[config.mk]
export PLATFORM = sky130hd
export DESIGN_NAME = regfile_write_arbiter_flat
export DESIGN_NICKNAME = d
export VERILOG_FILES = /design/src/rtl/regfile_write_arbiter_if.sv /design/src/rtl/regfile_write_arbiter.sv /design/src/flat_wrapper.sv
export SDC_FILE = /design/constraint.sdc
export NUM_CORES = 1
export LEC_CHECK = 0
export ABC_AREA = 1
export BUFFER_PORTS_ARGS = -buffer_cell sky130_fd_sc_hd__clkbuf_2
export CORE_MARGIN = 2
export CORE_UTILIZATION = 35
export DETAILED_ROUTE_END_ITERATION = 8
export GPL_ROUTABILITY_DRIVEN = 0
export GPL_TIMING_DRIVEN = 0
export SLEW_MARGIN = 20
export SYNTH_ARGS = -nofsm -noshare
export SYNTH_HDL_FRONTEND = slang
export SYNTH_SLANG_ARGS = --single-unit
[constraint.sdc]
create_clock -name clk -period 5 [get_ports clk]
set_input_delay 0.25 -clock clk [delete_from_list [all_inputs] [get_ports clk]]
set_output_delay 0.25 -clock clk [all_outputs]
set_load 0.01 [all_outputs]
[src/rtl/regfile_write_arbiter_if.sv]
// Bus bundle for the register-file write-port arbiter: WB request, aux handshake,
// the arbitrated write port, hazard/scoreboard outputs and optional forwarding taps.
interface regfile_write_arbiter_if #(
   parameter int DATA_W = 32,
   parameter int ADDR_W = 4,
   parameter int CNT_W  = 3
);
   logic              wbEn;
   logic [ADDR_W-1:0] wbDest;
   logic [DATA_W-1:0] wbResult;
   logic              auxValid;
   logic              auxReady;
   logic [ADDR_W-1:0] auxDest;
   logic [DATA_W-1:0] auxResult;
   logic              writeBackEn;
   logic [ADDR_W-1:0] destWB;
   logic [DATA_W-1:0] resultWB;
   logic [ADDR_W-1:0] src1;
   logic [ADDR_W-1:0] src2;
   logic              hazard;
   logic              stallReq;
   logic [CNT_W-1:0]  pendCount;
   logic              fwdValid1;
   logic              fwdValid2;
   logic [DATA_W-1:0] fwdData1;
   logic [DATA_W-1:0] fwdData2;

   modport master (
      output wbEn, wbDest, wbResult, auxValid, auxDest, auxResult, src1, src2,
      input  auxReady, writeBackEn, destWB, resultWB, hazard, stallReq, pendCount,
             fwdValid1, fwdValid2, fwdData1, fwdData2
   );

   modport slave (
      input  wbEn, wbDest, wbResult, auxValid, auxDest, auxResult, src1, src2,
      output auxReady, writeBackEn, destWB, resultWB, hazard, stallReq, pendCount,
             fwdValid1, fwdValid2, fwdData1, fwdData2
   );
endinterface

[src/rtl/regfile_write_arbiter.sv]
// Arbitrates the register file's single write port between the WB stage and an aux unit
// buffered in an in-order FIFO. Optional forwarding taps: define REGFILE_ARB_FORWARD_EN.
module regfile_write_arbiter #(
   parameter int DATA_W       = 32,
   parameter int ADDR_W       = 4,
   parameter int FIFO_DEPTH   = 4,
   parameter int STARVE_LIMIT = 8
) (
   input logic clk,
   input logic rst,
   regfile_write_arbiter_if.slave bus
);
   localparam int IDX_W  = $clog2(FIFO_DEPTH);
   localparam int PTR_W  = IDX_W + 1;
   localparam int SCNT_W = $clog2(STARVE_LIMIT + 1);
   localparam logic [ADDR_W-1:0] PC_IDX    = ADDR_W'(4'd15);
   localparam logic [SCNT_W-1:0] STARVE_LV = SCNT_W'(STARVE_LIMIT);

   logic [ADDR_W-1:0]     dest_r [FIFO_DEPTH];
   logic [DATA_W-1:0]     data_r [FIFO_DEPTH];
   logic [FIFO_DEPTH-1:0] live_r;
   logic [PTR_W-1:0]      wr_ptr_r;
   logic [PTR_W-1:0]      rd_ptr_r;
   logic [SCNT_W-1:0]     starve_r;
   logic                  stall_r;
   logic                  wbe_r;
   logic [ADDR_W-1:0]     dest_wb_r;
   logic [DATA_W-1:0]     result_wb_r;

   logic [IDX_W-1:0]      rd_idx_s;
   logic [IDX_W-1:0]      wr_idx_s;
   logic                  empty_s;
   logic                  full_s;
   logic                  push_s;
   logic                  pop_s;
   logic                  wb_grant_s;
   logic                  head_live_s;
   logic [SCNT_W-1:0]     starve_nxt_s;
   logic [FIFO_DEPTH-1:0] live_nxt_s;
   logic                  hit1_s;
   logic                  hit2_s;
   logic [DATA_W-1:0]     data1_s;
   logic [DATA_W-1:0]     data2_s;

   function automatic logic [IDX_W-1:0] age_idx(input logic [IDX_W-1:0] base,
                                                 input int unsigned       off);
      return base + off[IDX_W-1:0];
   endfunction

   assign rd_idx_s    = rd_ptr_r[IDX_W-1:0];
   assign wr_idx_s    = wr_ptr_r[IDX_W-1:0];
   assign empty_s     = (wr_ptr_r == rd_ptr_r);
   assign full_s      = (wr_idx_s == rd_idx_s) && (wr_ptr_r[IDX_W] != rd_ptr_r[IDX_W]);
   assign push_s      = bus.auxValid && !full_s && (bus.auxDest != PC_IDX);
   assign wb_grant_s  = bus.wbEn && (bus.wbDest != PC_IDX);
   assign pop_s       = !bus.wbEn && !empty_s;
   // live bits are cleared on pop, so an empty slot never reads as live
   assign head_live_s = live_r[rd_idx_s];

   // Starvation counter: counts cycles a live head loses to WB, saturating at the limit
   always_comb begin
      starve_nxt_s = starve_r;
      if (pop_s || empty_s) begin
         starve_nxt_s = '0;
      end else if (head_live_s && wb_grant_s && (starve_r < STARVE_LV)) begin
         starve_nxt_s = starve_r + SCNT_W'(1'b1);
      end else begin
         starve_nxt_s = starve_r;
      end
   end

   // Next live vector: WB kill on matching dest, then pop clears head, then push sets tail
   always_comb begin
      live_nxt_s = live_r;
      for (int i = 0; i < FIFO_DEPTH; i++) begin
         live_nxt_s[i] = live_r[i] & ~(wb_grant_s && (dest_r[i] == bus.wbDest));
      end
      if (pop_s) begin
         live_nxt_s[rd_idx_s] = 1'b0;
      end else begin
         live_nxt_s[rd_idx_s] = live_nxt_s[rd_idx_s];
      end
      if (push_s) begin
         live_nxt_s[wr_idx_s] = 1'b1;
      end else begin
         live_nxt_s[wr_idx_s] = live_nxt_s[wr_idx_s];
      end
   end

   // Source match scan from oldest to youngest so the last hit is the youngest entry
   always_comb begin
      hit1_s  = 1'b0;
      hit2_s  = 1'b0;
      data1_s = '0;
      data2_s = '0;
      for (int unsigned i = 0; i < FIFO_DEPTH; i++) begin
         logic [IDX_W-1:0] k;
         logic             m1;
         logic             m2;
         k  = age_idx(rd_idx_s, i);
         m1 = live_r[k] && (dest_r[k] == bus.src1) && (bus.src1 != PC_IDX);
         m2 = live_r[k] && (dest_r[k] == bus.src2) && (bus.src2 != PC_IDX);
         hit1_s  = hit1_s | m1;
         hit2_s  = hit2_s | m2;
         data1_s = m1 ? data_r[k] : data1_s;
         data2_s = m2 ? data_r[k] : data2_s;
      end
   end

   // FIFO storage, pointers, starvation state and the registered write port
   always_ff @(posedge clk) begin
      if (rst) begin
         for (int i = 0; i < FIFO_DEPTH; i++) begin
            dest_r[i] <= '0;
            data_r[i] <= '0;
         end
         live_r      <= '0;
         wr_ptr_r    <= '0;
         rd_ptr_r    <= '0;
         starve_r    <= '0;
         stall_r     <= 1'b0;
         wbe_r       <= 1'b0;
         dest_wb_r   <= '0;
         result_wb_r <= '0;
      end else begin
         if (wb_grant_s) begin
            wbe_r       <= 1'b1;
            dest_wb_r   <= bus.wbDest;
            result_wb_r <= bus.wbResult;
         end else if (pop_s && head_live_s) begin
            wbe_r       <= 1'b1;
            dest_wb_r   <= dest_r[rd_idx_s];
            result_wb_r <= data_r[rd_idx_s];
         end else begin
            wbe_r <= 1'b0;
         end

         if (push_s) begin
            dest_r[wr_idx_s] <= bus.auxDest;
            data_r[wr_idx_s] <= bus.auxResult;
            wr_ptr_r         <= wr_ptr_r + PTR_W'(1'b1);
         end else begin
            wr_ptr_r <= wr_ptr_r;
         end

         if (pop_s) begin
            rd_ptr_r <= rd_ptr_r + PTR_W'(1'b1);
         end else begin
            rd_ptr_r <= rd_ptr_r;
         end

         live_r   <= live_nxt_s;
         starve_r <= starve_nxt_s;
         stall_r  <= (starve_nxt_s >= STARVE_LV);
      end
   end

   assign bus.auxReady    = !full_s;
   assign bus.pendCount   = wr_ptr_r - rd_ptr_r;
   assign bus.writeBackEn = wbe_r;
   assign bus.destWB      = dest_wb_r;
   assign bus.resultWB    = result_wb_r;
   assign bus.stallReq    = stall_r;

`ifdef REGFILE_ARB_FORWARD_EN
   // every live match can be forwarded, so no source is left to raise a hazard
   assign bus.fwdValid1 = hit1_s;
   assign bus.fwdValid2 = hit2_s;
   assign bus.fwdData1  = data1_s;
   assign bus.fwdData2  = data2_s;
   assign bus.hazard    = (hit1_s & ~hit1_s) | (hit2_s & ~hit2_s);
`else
   assign bus.fwdValid1 = 1'b0;
   assign bus.fwdValid2 = 1'b0;
   assign bus.fwdData1  = '0;
   assign bus.fwdData2  = '0;
   assign bus.hazard    = hit1_s | hit2_s;
`endif

endmodule

[src/flat_wrapper.sv]
// flat-port wrapper written by rule: the top's interface ports become plain ports
module regfile_write_arbiter_flat 
#(
   parameter int DATA_W       = 32,
   parameter int ADDR_W       = 4,
   parameter int FIFO_DEPTH   = 4,
   parameter int STARVE_LIMIT = 8
)
  (clk, rst, bus_wbEn, bus_wbDest, bus_wbResult, bus_auxValid, bus_auxDest, bus_auxResult, bus_src1, bus_src2, bus_auxReady, bus_writeBackEn, bus_destWB, bus_resultWB, bus_hazard, bus_stallReq, bus_pendCount, bus_fwdValid1, bus_fwdValid2, bus_fwdData1, bus_fwdData2);
  regfile_write_arbiter_if #(.DATA_W(DATA_W), .ADDR_W(ADDR_W), .CNT_W(($clog2(FIFO_DEPTH) + 1))) bus_i ();
  input logic clk;
  input logic rst;
  input wire logic [$bits(bus_i.wbEn)-1:0] bus_wbEn;
  input wire logic [$bits(bus_i.wbDest)-1:0] bus_wbDest;
  input wire logic [$bits(bus_i.wbResult)-1:0] bus_wbResult;
  input wire logic [$bits(bus_i.auxValid)-1:0] bus_auxValid;
  input wire logic [$bits(bus_i.auxDest)-1:0] bus_auxDest;
  input wire logic [$bits(bus_i.auxResult)-1:0] bus_auxResult;
  input wire logic [$bits(bus_i.src1)-1:0] bus_src1;
  input wire logic [$bits(bus_i.src2)-1:0] bus_src2;
  output wire logic [$bits(bus_i.auxReady)-1:0] bus_auxReady;
  output wire logic [$bits(bus_i.writeBackEn)-1:0] bus_writeBackEn;
  output wire logic [$bits(bus_i.destWB)-1:0] bus_destWB;
  output wire logic [$bits(bus_i.resultWB)-1:0] bus_resultWB;
  output wire logic [$bits(bus_i.hazard)-1:0] bus_hazard;
  output wire logic [$bits(bus_i.stallReq)-1:0] bus_stallReq;
  output wire logic [$bits(bus_i.pendCount)-1:0] bus_pendCount;
  output wire logic [$bits(bus_i.fwdValid1)-1:0] bus_fwdValid1;
  output wire logic [$bits(bus_i.fwdValid2)-1:0] bus_fwdValid2;
  output wire logic [$bits(bus_i.fwdData1)-1:0] bus_fwdData1;
  output wire logic [$bits(bus_i.fwdData2)-1:0] bus_fwdData2;
  assign bus_i.wbEn = bus_wbEn;
  assign bus_i.wbDest = bus_wbDest;
  assign bus_i.wbResult = bus_wbResult;
  assign bus_i.auxValid = bus_auxValid;
  assign bus_i.auxDest = bus_auxDest;
  assign bus_i.auxResult = bus_auxResult;
  assign bus_i.src1 = bus_src1;
  assign bus_i.src2 = bus_src2;
  assign bus_auxReady = bus_i.auxReady;
  assign bus_writeBackEn = bus_i.writeBackEn;
  assign bus_destWB = bus_i.destWB;
  assign bus_resultWB = bus_i.resultWB;
  assign bus_hazard = bus_i.hazard;
  assign bus_stallReq = bus_i.stallReq;
  assign bus_pendCount = bus_i.pendCount;
  assign bus_fwdValid1 = bus_i.fwdValid1;
  assign bus_fwdValid2 = bus_i.fwdValid2;
  assign bus_fwdData1 = bus_i.fwdData1;
  assign bus_fwdData2 = bus_i.fwdData2;
  regfile_write_arbiter #(.DATA_W(DATA_W), .ADDR_W(ADDR_W), .FIFO_DEPTH(FIFO_DEPTH), .STARVE_LIMIT(STARVE_LIMIT)) u_core (.clk(clk), .rst(rst), .bus(bus_i));
endmodule
==> flow_summary.toml, run 1 <==
[status]
outcome = "complete, no violations"

[yosys]
synth_area_per_cell_sq_um = 8.52
synth_area_leaders = "edfxtp_1, dfxtp_1, nor2_1"
yosysUniqueCellTypes = 43
yosys-top-cells-count = "nor2_1, nand2_1, edfxtp_1, o21ai_0, inv_1"
syn_inst = 1217
ys_seq_area_share_pct = 52.1
yosys.area.top_type = "edfxtp_1"
synth_most_common_cell = "nor2_1"
synth_edf_count = 144
ys_warn_count = 0
synth.cell_area_sq_mm = 0.0104
synth_top_area_share_pct = 41.7
synth-seq-cells = 198
async_flop_share_pct = 0
synth_ff_type = "edfxtp_1"

[route]
wire_per_inst_um = 16.3
vias_per_cell = 4.87
ant_nets = 0
drt_iter0_drc = 737
firstDrtPassIters = 5
vias = 8929
drt-total-wl_um = 29900
drcViolationCount = 0

[clocking]
clkSinkCount = 198
cts_max_level = 4
cts_resized = 0
clkLatencyLatePin_ps = 450
cts-buffers-inserted = 17
ctsHoldBuffers = 0
cts-root-buf = "clkbuf_16"
cts_setup_buffers = 0
cts_tree = "done"
clk_pin_slew_ps = 70
cts_max_path_buffers = 2

[timing]
relSlewSlack_pct = 48.3
min_period_over_period_pct = 69.4
fin_crit_ps = 3470
maxSlewViolCount = 0
hold-worst-slack_ps = 50.4
clock-skew-final_ps = 11.1
setup_ws_ps = 1530
hold_viol = 0
worstMarginPinSlew_ps = 775
clock.fmax_mhz = 288
setup_viol = 0
rsz0062_at_grt = "false"

[placed_design]
port_buffers = 121
pre_cts_ws_ps = 1540
dp_hpwl_um = 21700

[floorplan]
io_pins = 193
core_sq_mm = 0.0294
start_util_pct = 35.3
die_area_sq_mm = 0.0310
fp.dieH_um = 176
die_w_um = 176
rows = 63

[setup_path]
r2r.worst_path.cells = 12
start_kind = "register"
r2r_start = "u_core.rd_ptr_r[1]$_SDFFE_PP0P_"
cp-end-kind = "register"
path_common_cell = "nand2_2"
rrSetupSlack_ps = 1530
crit_chain = "buf_2 > inv_2 > ha_1 > nand3_2 > nand2_2 > nor2_2 > inv_2 > nor2_1 > nand2_2 > buf_2 > nand2_2 > buf_16"
slowest_delay_ps = 550
critPathKind = "register to register"
worst_ep_arrival_time_ps = 3620
critPathMaxFanout = 21
cp_slowest_cell = "nand2_2"
crit_required_ps = 5150
r2r_end = "u_core.data_r[1][15]$_SDFFCE_PN0P_"

[power_and_ir_drop]
power_leakage_nw = 5.61
power_density_mw_per_mm2 = 384
ir_worst_vdd_v = 0.000186

[global_routing]
grt_pass1_vias = 8423
overflow = 0
grt_pass1_wl_um = 46500
grt_usage_pct = 19.4
grt_max_degree = 25
antenna_found_initial = 0

[hold_path]
hold_depth = 3
hp-start = "bus_wbResult[23]"
hold_end = "u_core.bus.resultWB[23]$_SDFFE_PP0P_"
hold_class = "primary input to register"

[finish]
syn_to_final_growth_pct = 19.8
final_nets = 1526
n_antenna_cell = 0
layout-drive-gt1-share_pct = 20.1
fin_util_pct = 42.3

[flow_run]
drv_cap = 0
[metrics by stage]
step	power (W)	TNS [ps]	cell area, sq um	cells
global route	0.00502	0	12400	1833
detailed placement	0.00343	0	11800	1801
finish	0.00478	0	12400	1833
global placement	0.00339	-69770	11700	1793
floorplan	0.00296	0	10600	1282
CTS	0.00478	0	12400	1833
[sequential cells by signal, summed over array words and instances (netlist names), named ones only]
signal and cells:
u_core.wr_ptr_r 3, u_core.dest_r 16, u_core.live_r 4, u_core.bus.destWB 4
u_core.data_r 128, u_core.starve_r 4, u_core.bus.stallReq 1, u_core.bus.writeBackEn 1
u_core.rd_ptr_r 3, u_core.bus.resultWB 32
[cell type report]
class,count,area [sq um]
Clock buffer,19,443
Sequential cell,198,5410
Fill cell,2971,17000
Multi-Input combinational cell,846,4010
Inverter,103,387
Timing Repair Buffer,129,729
Clock inverter,13,139
Tap cell,390,488
Buffer,135,825
[kinds of logic after synthesis]
family                     after synthesis  share of synthesized area (%)
other                                    1                         0.0361
xor gates and xnor gates                20                           1.76
adders and majority gates               12                           1.52
muxes                                    2                          0.350
AOI/OAI and AO/OA                      245                           13.1
DFF                                    198                           52.1
buffers and inverters                  238                           11.7
and+or+nand+nor                        501                           19.4
[worst max-delay path by stage]
| stage | slack [ps] | to | from | cells past startpoint |
|---|---|---|---|---|
| global placement | -1940 | u_core.data_r[3][23]$_DFFE_PP_ | u_core.wr_ptr_r[0]$_SDFFE_PP0N_ | 9 |
| finish | 1530 | u_core.data_r[1][15]$_SDFFCE_PN0P_ | u_core.rd_ptr_r[1]$_SDFFE_PP0P_ | 12 |
| floorplan | 530 | u_core.data_r[3][0]$_DFFE_PP_ | u_core.wr_ptr_r[0]$_SDFFE_PP0N_ | 9 |
| global route | 1330 | u_core.data_r[1][21]$_SDFFCE_PN0P_ | u_core.rd_ptr_r[1]$_SDFFE_PP0P_ | 12 |
| CTS | 1520 | u_core.data_r[0][20]$_SDFFCE_PN0P_ | u_core.rd_ptr_r[1]$_SDFFE_PP0P_ | 12 |
| detailed placement | 1540 | u_core.data_r[1][17]$_SDFFCE_PN0P_ | u_core.rd_ptr_r[1]$_SDFFE_PP0P_ | 12 |
[cell usage in the layout (no fill, tap or decap), types with 4 or more instances in the layout]
| cell | n |
|---|---|
| buf_4 | 75 |
| inv_2 | 5 |
| edfxtp_1 | 144 |
| ha_1 | 11 |
| buf_6 | 5 |
| buf_2 | 23 |
| a21oi_1 | 26 |
| clkbuf_1 | 35 |
| inv_1 | 98 |
| nand2_2 | 7 |
| clkbuf_2 | 121 |
| dfxtp_1 | 54 |
| nand2_1 | 185 |
| o21ai_1 | 18 |
| clkbuf_16 | 17 |
| o21ai_0 | 116 |
| inv_6 | 5 |
| conb_1 | 66 |
| a31oi_1 | 36 |
| nor3_1 | 4 |
| nand3_1 | 32 |
| nor2_1 | 253 |
| o21ai_2 | 5 |
| nand4_1 | 6 |
| xor2_1 | 18 |
| o22ai_1 | 34 |
[critical path: cells and delay by family, from the launching register on]
kind,cells,cell delay [ps]
DFF,1,440
and+or+nand+nor,6,1390
adders and majority gates,1,350
buffers and inverters,5,970
[power breakdown]
group          total (W)  switching, W  leakage, nW  internal [W]
Sequential       0.00201     0.0000803         1.94       0.00193
Clock            0.00137      0.000656        0.280      0.000717
Combinational    0.00140      0.000923         3.39      0.000473
[routing by layer]
layer	vias to the layer above	global-route usage, %	part of all wire [%]	routed length [um]
met5	-	0	0	0
met2	372	32.7	48	14300
li1	4331	-	-	-
met1	4184	25.7	43	13000
met3	42	2.93	6.4	1900
met4	0	6.20	2.3	683
(Power assumes the default switching activity.)
==> run 2, diff against run 1 <==
- clock period: 5 -> 3.2 ns (I/O delays scaled with it)
==> flow_summary.toml, run 2 (synthesized netlist as in run 1, its figures left out) <==
[finish]
largest_register_ffs = 128
n_antenna_cell = 0
mostFrequentLayoutCells = "nor2_1, nand2_1, edfxtp_1"
regMostFlops = "u_core.data_r"
final_common_cell = "nor2_1"
layout-drive-gt1-share_pct = 20.1
final_cell_area_sq_mm = 0.0128
final_nets = 1555
syn_to_final_growth_pct = 23.7
nFillCells = 2855

[timing]
maxSlewViolCount = 0
clock.fmax_mhz = 336
hold-worst-slack_ps = 49.0
worstMarginPinSlew_ps = 963
fin_crit_ps = 2970
hold_viol = 0
relSlewSlack_pct = 35.8
min_period_over_period_pct = 92.9
setup_ws_ps = 226
rsz0062_at_grt = "false"
setup_viol = 0
clock-skew-final_ps = 14.4

[placed_design]
port_buffers = 121
pre_cts_ws_ps = -151
dpl_cell_area_sq_mm = 0.0118
dp_hpwl_um = 21200

[status]
outcome = "complete, no violations"

[route]
ant_nets = 0
vias = 8930
drt_iter0_drc = 730
drcViolationCount = 0
firstDrtPassIters = 5
vias_per_cell = 4.80
drt-total-wl_um = 29800
wire_per_inst_um = 16.0

[setup_path]
crit_required_ps = 3040
start_kind = "register"
cp-end-kind = "primary output"
critPathKind = "register to primary output"
crit_start = "u_core.rd_ptr_r[1]$_SDFFE_PP0P_"
r2r_end = "u_core.data_r[1][21]$_SDFFCE_PN0P_"
r2r_start = "u_core.rd_ptr_r[1]$_SDFFE_PP0P_"
rrSetupSlack_ps = 260
worst_ep_arrival_time_ps = 2810
critPathMaxFanout = 11
r2r.worst_path.cells = 12

[floorplan]
fp.dieH_um = 176
io_pins = 193
die_w_um = 176
rows = 63
core_sq_mm = 0.0294
die_area_sq_mm = 0.0310
start_util_pct = 35.3

[hold_path]
hold_depth = 3
hold_class = "primary input to register"
hp-start = "bus_wbResult[10]"
hold_end = "u_core.bus.resultWB[10]$_SDFFE_PP0P_"

[power_and_ir_drop]
ir_worst_vdd_v = 0.000396
power_density_mw_per_mm2 = 598
finalPower_w = 0.00767
power_leakage_nw = 5.77

[global_routing]
grt_pass1_vias = 8263
grt_max_degree = 27
overflow = 0
grt_pass1_wl_um = 45700
antenna_found_initial = 0
grt_usage_pct = 19.2

[clocking]
cts-root-buf = "clkbuf_16"
cts_tree = "done"
cts_max_level = 4
cts-buffers-inserted = 17
clk_pin_slew_ps = 80
clkSinkCount = 198
cts_max_path_buffers = 2
clkLatencyLatePin_ps = 450

[flow_run]
drv_cap = 0
[run 2: per-layer routing]
metal / up-vias / wire length (um) / share of wire, % / global-route usage, %
met1: 4112 / 12700 / 43 / 25.1
met5: - / 0 / 0 / 0
met2: 360 / 14400 / 48 / 32.6
li1: 4411 / - / - / -
met4: 0 / 702 / 2.4 / 6.71
met3: 47 / 1990 / 6.7 / 2.58
[run 2: stage by stage]
| step | utilization, % | TNS, ps | instances |
|---|---|---|---|
| final | 43.6 | 0 | 1862 |
| after global routing | 43.6 | 0 | 1862 |
| after CTS | 43.5 | -8.00 | 1862 |
| after detailed placement | 40.3 | -5610 | 1799 |
| after global placement | 39.9 | -122730 | 1793 |
| after floorplan | - | 0 | 1282 |
[run 2: critical path, cell delays in order (launching register included)]
cell	delay, ps
dfxtp_2	390
buf_4	190
inv_2	120
ha_1	320
buf_6	140
inv_2	70
buf_6	140
nand3_1	80
o21a_1	200
o21ai_0	100
nor2_1	120
nand4_1	100
nand2_1	70
inv_1	40
nand2_1	60
nand2_1	50
nand2_1	60
clkbuf_2	120
[run 2: final cells by class]
cell class | count | area, sq um | share of cell area (%)
Inverter | 103 | 387 | 3.01
Tap cell | 390 | 488 | 3.80
Clock inverter | 15 | 205 | 1.60
Buffer | 134 | 830 | 6.47
Sequential cell | 198 | 5410 | 42.2
Timing Repair Buffer | 159 | 1030 | 8.04
Clock buffer | 17 | 425 | 3.32
Multi-Input combinational cell | 846 | 4050 | 31.6
[run 2: what timing repair did]
| action | CTS | global route |
|---|---|---|
| setup buffers | 0 | 1 |
| hold buffers | 31 | 0 |
| resized for setup | 5 | 10 |
| pin swaps | 0 | 1 |
| hold endpoints to repair | 31 | 0 |
| setup endpoints to repair | 70 | 71 |
[run 2: report_power, final]
group / switching, W / internal (W) / total, W / leakage (nW)
clock: 0.00108 / 0.00121 / 0.00229 / 0.307
combinational: 0.00146 / 0.000783 / 0.00224 / 3.53
sequential: 0.000124 / 0.00301 / 0.00314 / 1.94
[run 2: worst max path at each step]
stage	end	slack, ps	depth (start not counted)
floorplan	u_core.data_r[0][0]$_SDFFCE_PN0P_	90	11
global placement	u_core.data_r[0][25]$_SDFFCE_PN0P_	-1040	10
detailed placement	u_core.data_r[0][25]$_SDFFCE_PN0P_	-150	12
CTS	u_core.data_r[0][0]$_SDFFCE_PN0P_	-4	11
global route	bus_hazard	40	17
finish	bus_hazard	230	17
==> run 3, diff against run 2 <==
- clock period: 3.2 -> 3.8 ns (I/O delays scaled with it)
==> flow_summary.toml, run 3 (synthesized netlist as in run 1, its figures left out) <==
[power_and_ir_drop]
power_leakage_nw = 5.70
finalPower_w = 0.00633
power_density_mw_per_mm2 = 501
ir_worst_vdd_v = 0.000262

[route]
drt-total-wl_um = 29900
drcViolationCount = 0
vias = 9013
ant_nets = 0
drt_iter0_drc = 812
vias_per_cell = 4.87
firstDrtPassIters = 5
wire_per_inst_um = 16.1

[timing]
clock.fmax_mhz = 289
relSlewSlack_pct = 46.1
setup_ws_ps = 335
maxSlewViolCount = 0
worstMarginPinSlew_ps = 809
hold_viol = 0
setup_viol = 0
fin_crit_ps = 3460
setup_total_negative_slack_ps = 0
rsz0062_at_grt = "false"
min_period_over_period_pct = 91.2
clock-skew-final_ps = 12.3

[global_routing]
grtUsageMet3_pct = 3.08
top_usage_layer = "met2"
grt_usage_pct = 19.1
overflow = 0
grt_pass1_vias = 8504
met1_usage_pct = 24.8
grt_pass1_wl_um = 45700
grt_max_degree = 24
grt_util_met2_pct = 32.2
antenna_found_initial = 0

[setup_path]
crit_required_ps = 3940
r2r.worst_path.cells = 11
critPathKind = "register to register"
crit_start = "u_core.wr_ptr_r[0]$_SDFFE_PP0N_"
r2r_end = "u_core.data_r[0][31]$_SDFFCE_PN0P_"
worst_ep_arrival_time_ps = 3600
critPathCapture = "u_core.data_r[0][31]$_SDFFCE_PN0P_"
start_kind = "register"
cp-end-kind = "register"
rrSetupSlack_ps = 340
critPathMaxFanout = 23
r2r_start = "u_core.wr_ptr_r[0]$_SDFFE_PP0N_"

[finish]
largest_register_ffs = 128
final_nets = 1545
n_antenna_cell = 0
mostFrequentLayoutCells = "nor2_1, nand2_1, edfxtp_1"
fin_util_pct = 43.0
final_cell_area_sq_mm = 0.0126
regMostFlops = "u_core.data_r"
layout-drive-gt1-share_pct = 19.7
final_common_cell = "nor2_1"
syn_to_final_growth_pct = 21.8
nFillCells = 2938

[clocking]
cts_max_level = 4
cts_max_path_buffers = 2
clk_pin_slew_ps = 70
cts_setup_buffers = 0
cts-buffers-inserted = 17
clkSinkCount = 198
clkLatencyLatePin_ps = 440
cts-root-buf = "clkbuf_16"
cts_tree = "done"

[floorplan]
core_sq_mm = 0.0294
io_pins = 193
fp.dieH_um = 176
rows = 63
die_area_sq_mm = 0.0310
start_util_pct = 35.3
die_w_um = 176

[placed_design]
port_buffers = 121
dp_hpwl_um = 21400
pre_cts_ws_ps = 359
dpl_cell_area_sq_mm = 0.0118

[status]
outcome = "complete, no violations"

[flow_run]
drv_cap = 0

[hold_path]
hold_class = "primary input to register"
## run 3: report_power, final
group          total, W  internal (W)  leakage, nW  switching [W]
clock network   0.00184      0.000937        0.293       0.000902
logic           0.00185      0.000636         3.47        0.00122
registers       0.00264       0.00254         1.94       0.000104
total           0.00633       0.00411         5.70        0.00222
## run 3: repair_timing
action | in CTS | in global routing
endpoints found under the hold margin | 21 | 0
hold buffers | 21 | 0
resized for setup | 0 | 0
## run 3: worst min-delay path by stage
| stage | startpoint | to | slack, ps | depth (start not counted) |
|---|---|---|---|---|
| floorplan | rst | u_core.bus.writeBackEn$_SDFF_PP0_ | 260 | 1 |
| global placement | bus_wbResult[16] | u_core.bus.resultWB[16]$_SDFFE_PP0P_ | 450 | 3 |
| detailed placement | bus_wbResult[7] | u_core.bus.resultWB[7]$_SDFFE_PP0P_ | 450 | 3 |
| CTS | rst | u_core.bus.writeBackEn$_SDFF_PP0_ | 0.6 | 2 |
| global route | bus_wbResult[2] | u_core.bus.resultWB[2]$_SDFFE_PP0P_ | 5 | 3 |
| finish | bus_wbResult[25] | u_core.bus.resultWB[25]$_SDFFE_PP0P_ | 7 | 3 |
## run 3: cell type report
class / instances / area (sq um) / area share, %
plain buffers: 135 / 825 / 6.53
clock buffers: 17 / 425 / 3.37
clock inverters: 15 / 161 / 1.28
inverters: 103 / 387 / 3.06
multi-input cells: 846 / 4020 / 31.8
flip-flops and latches: 198 / 5410 / 42.8
well taps: 390 / 488 / 3.86
repair buffers: 148 / 921 / 7.29
## run 3: worst max-delay path, cell delays in order (launching register included)
cell     delay, ps
dfxtp_1        550
inv_1          250
ha_1           380
nand3_2        120
nand2_2         80
nor2_2         110
inv_2           50
nor2_1         320
nand2_2        300
buf_2          310
nand2_2        410
buf_12         270
## run 3: through the flow
step	hold slack (ps)	instances
3_5_place_dp	451	1799
4_1_cts	0.576	1852
6_report	6.72	1852
3_3_place_gp	448	1793
2_1_floorplan	262	1282
5_1_grt	5.06	1852
## run 3: per-layer routing
layer | vias to the layer above | share of wire (%)
met5 | - | 0
met4 | 0 | 2.4
met3 | 49 | 7.0
met2 | 396 | 48
met1 | 4191 | 42
li1 | 4377 | -
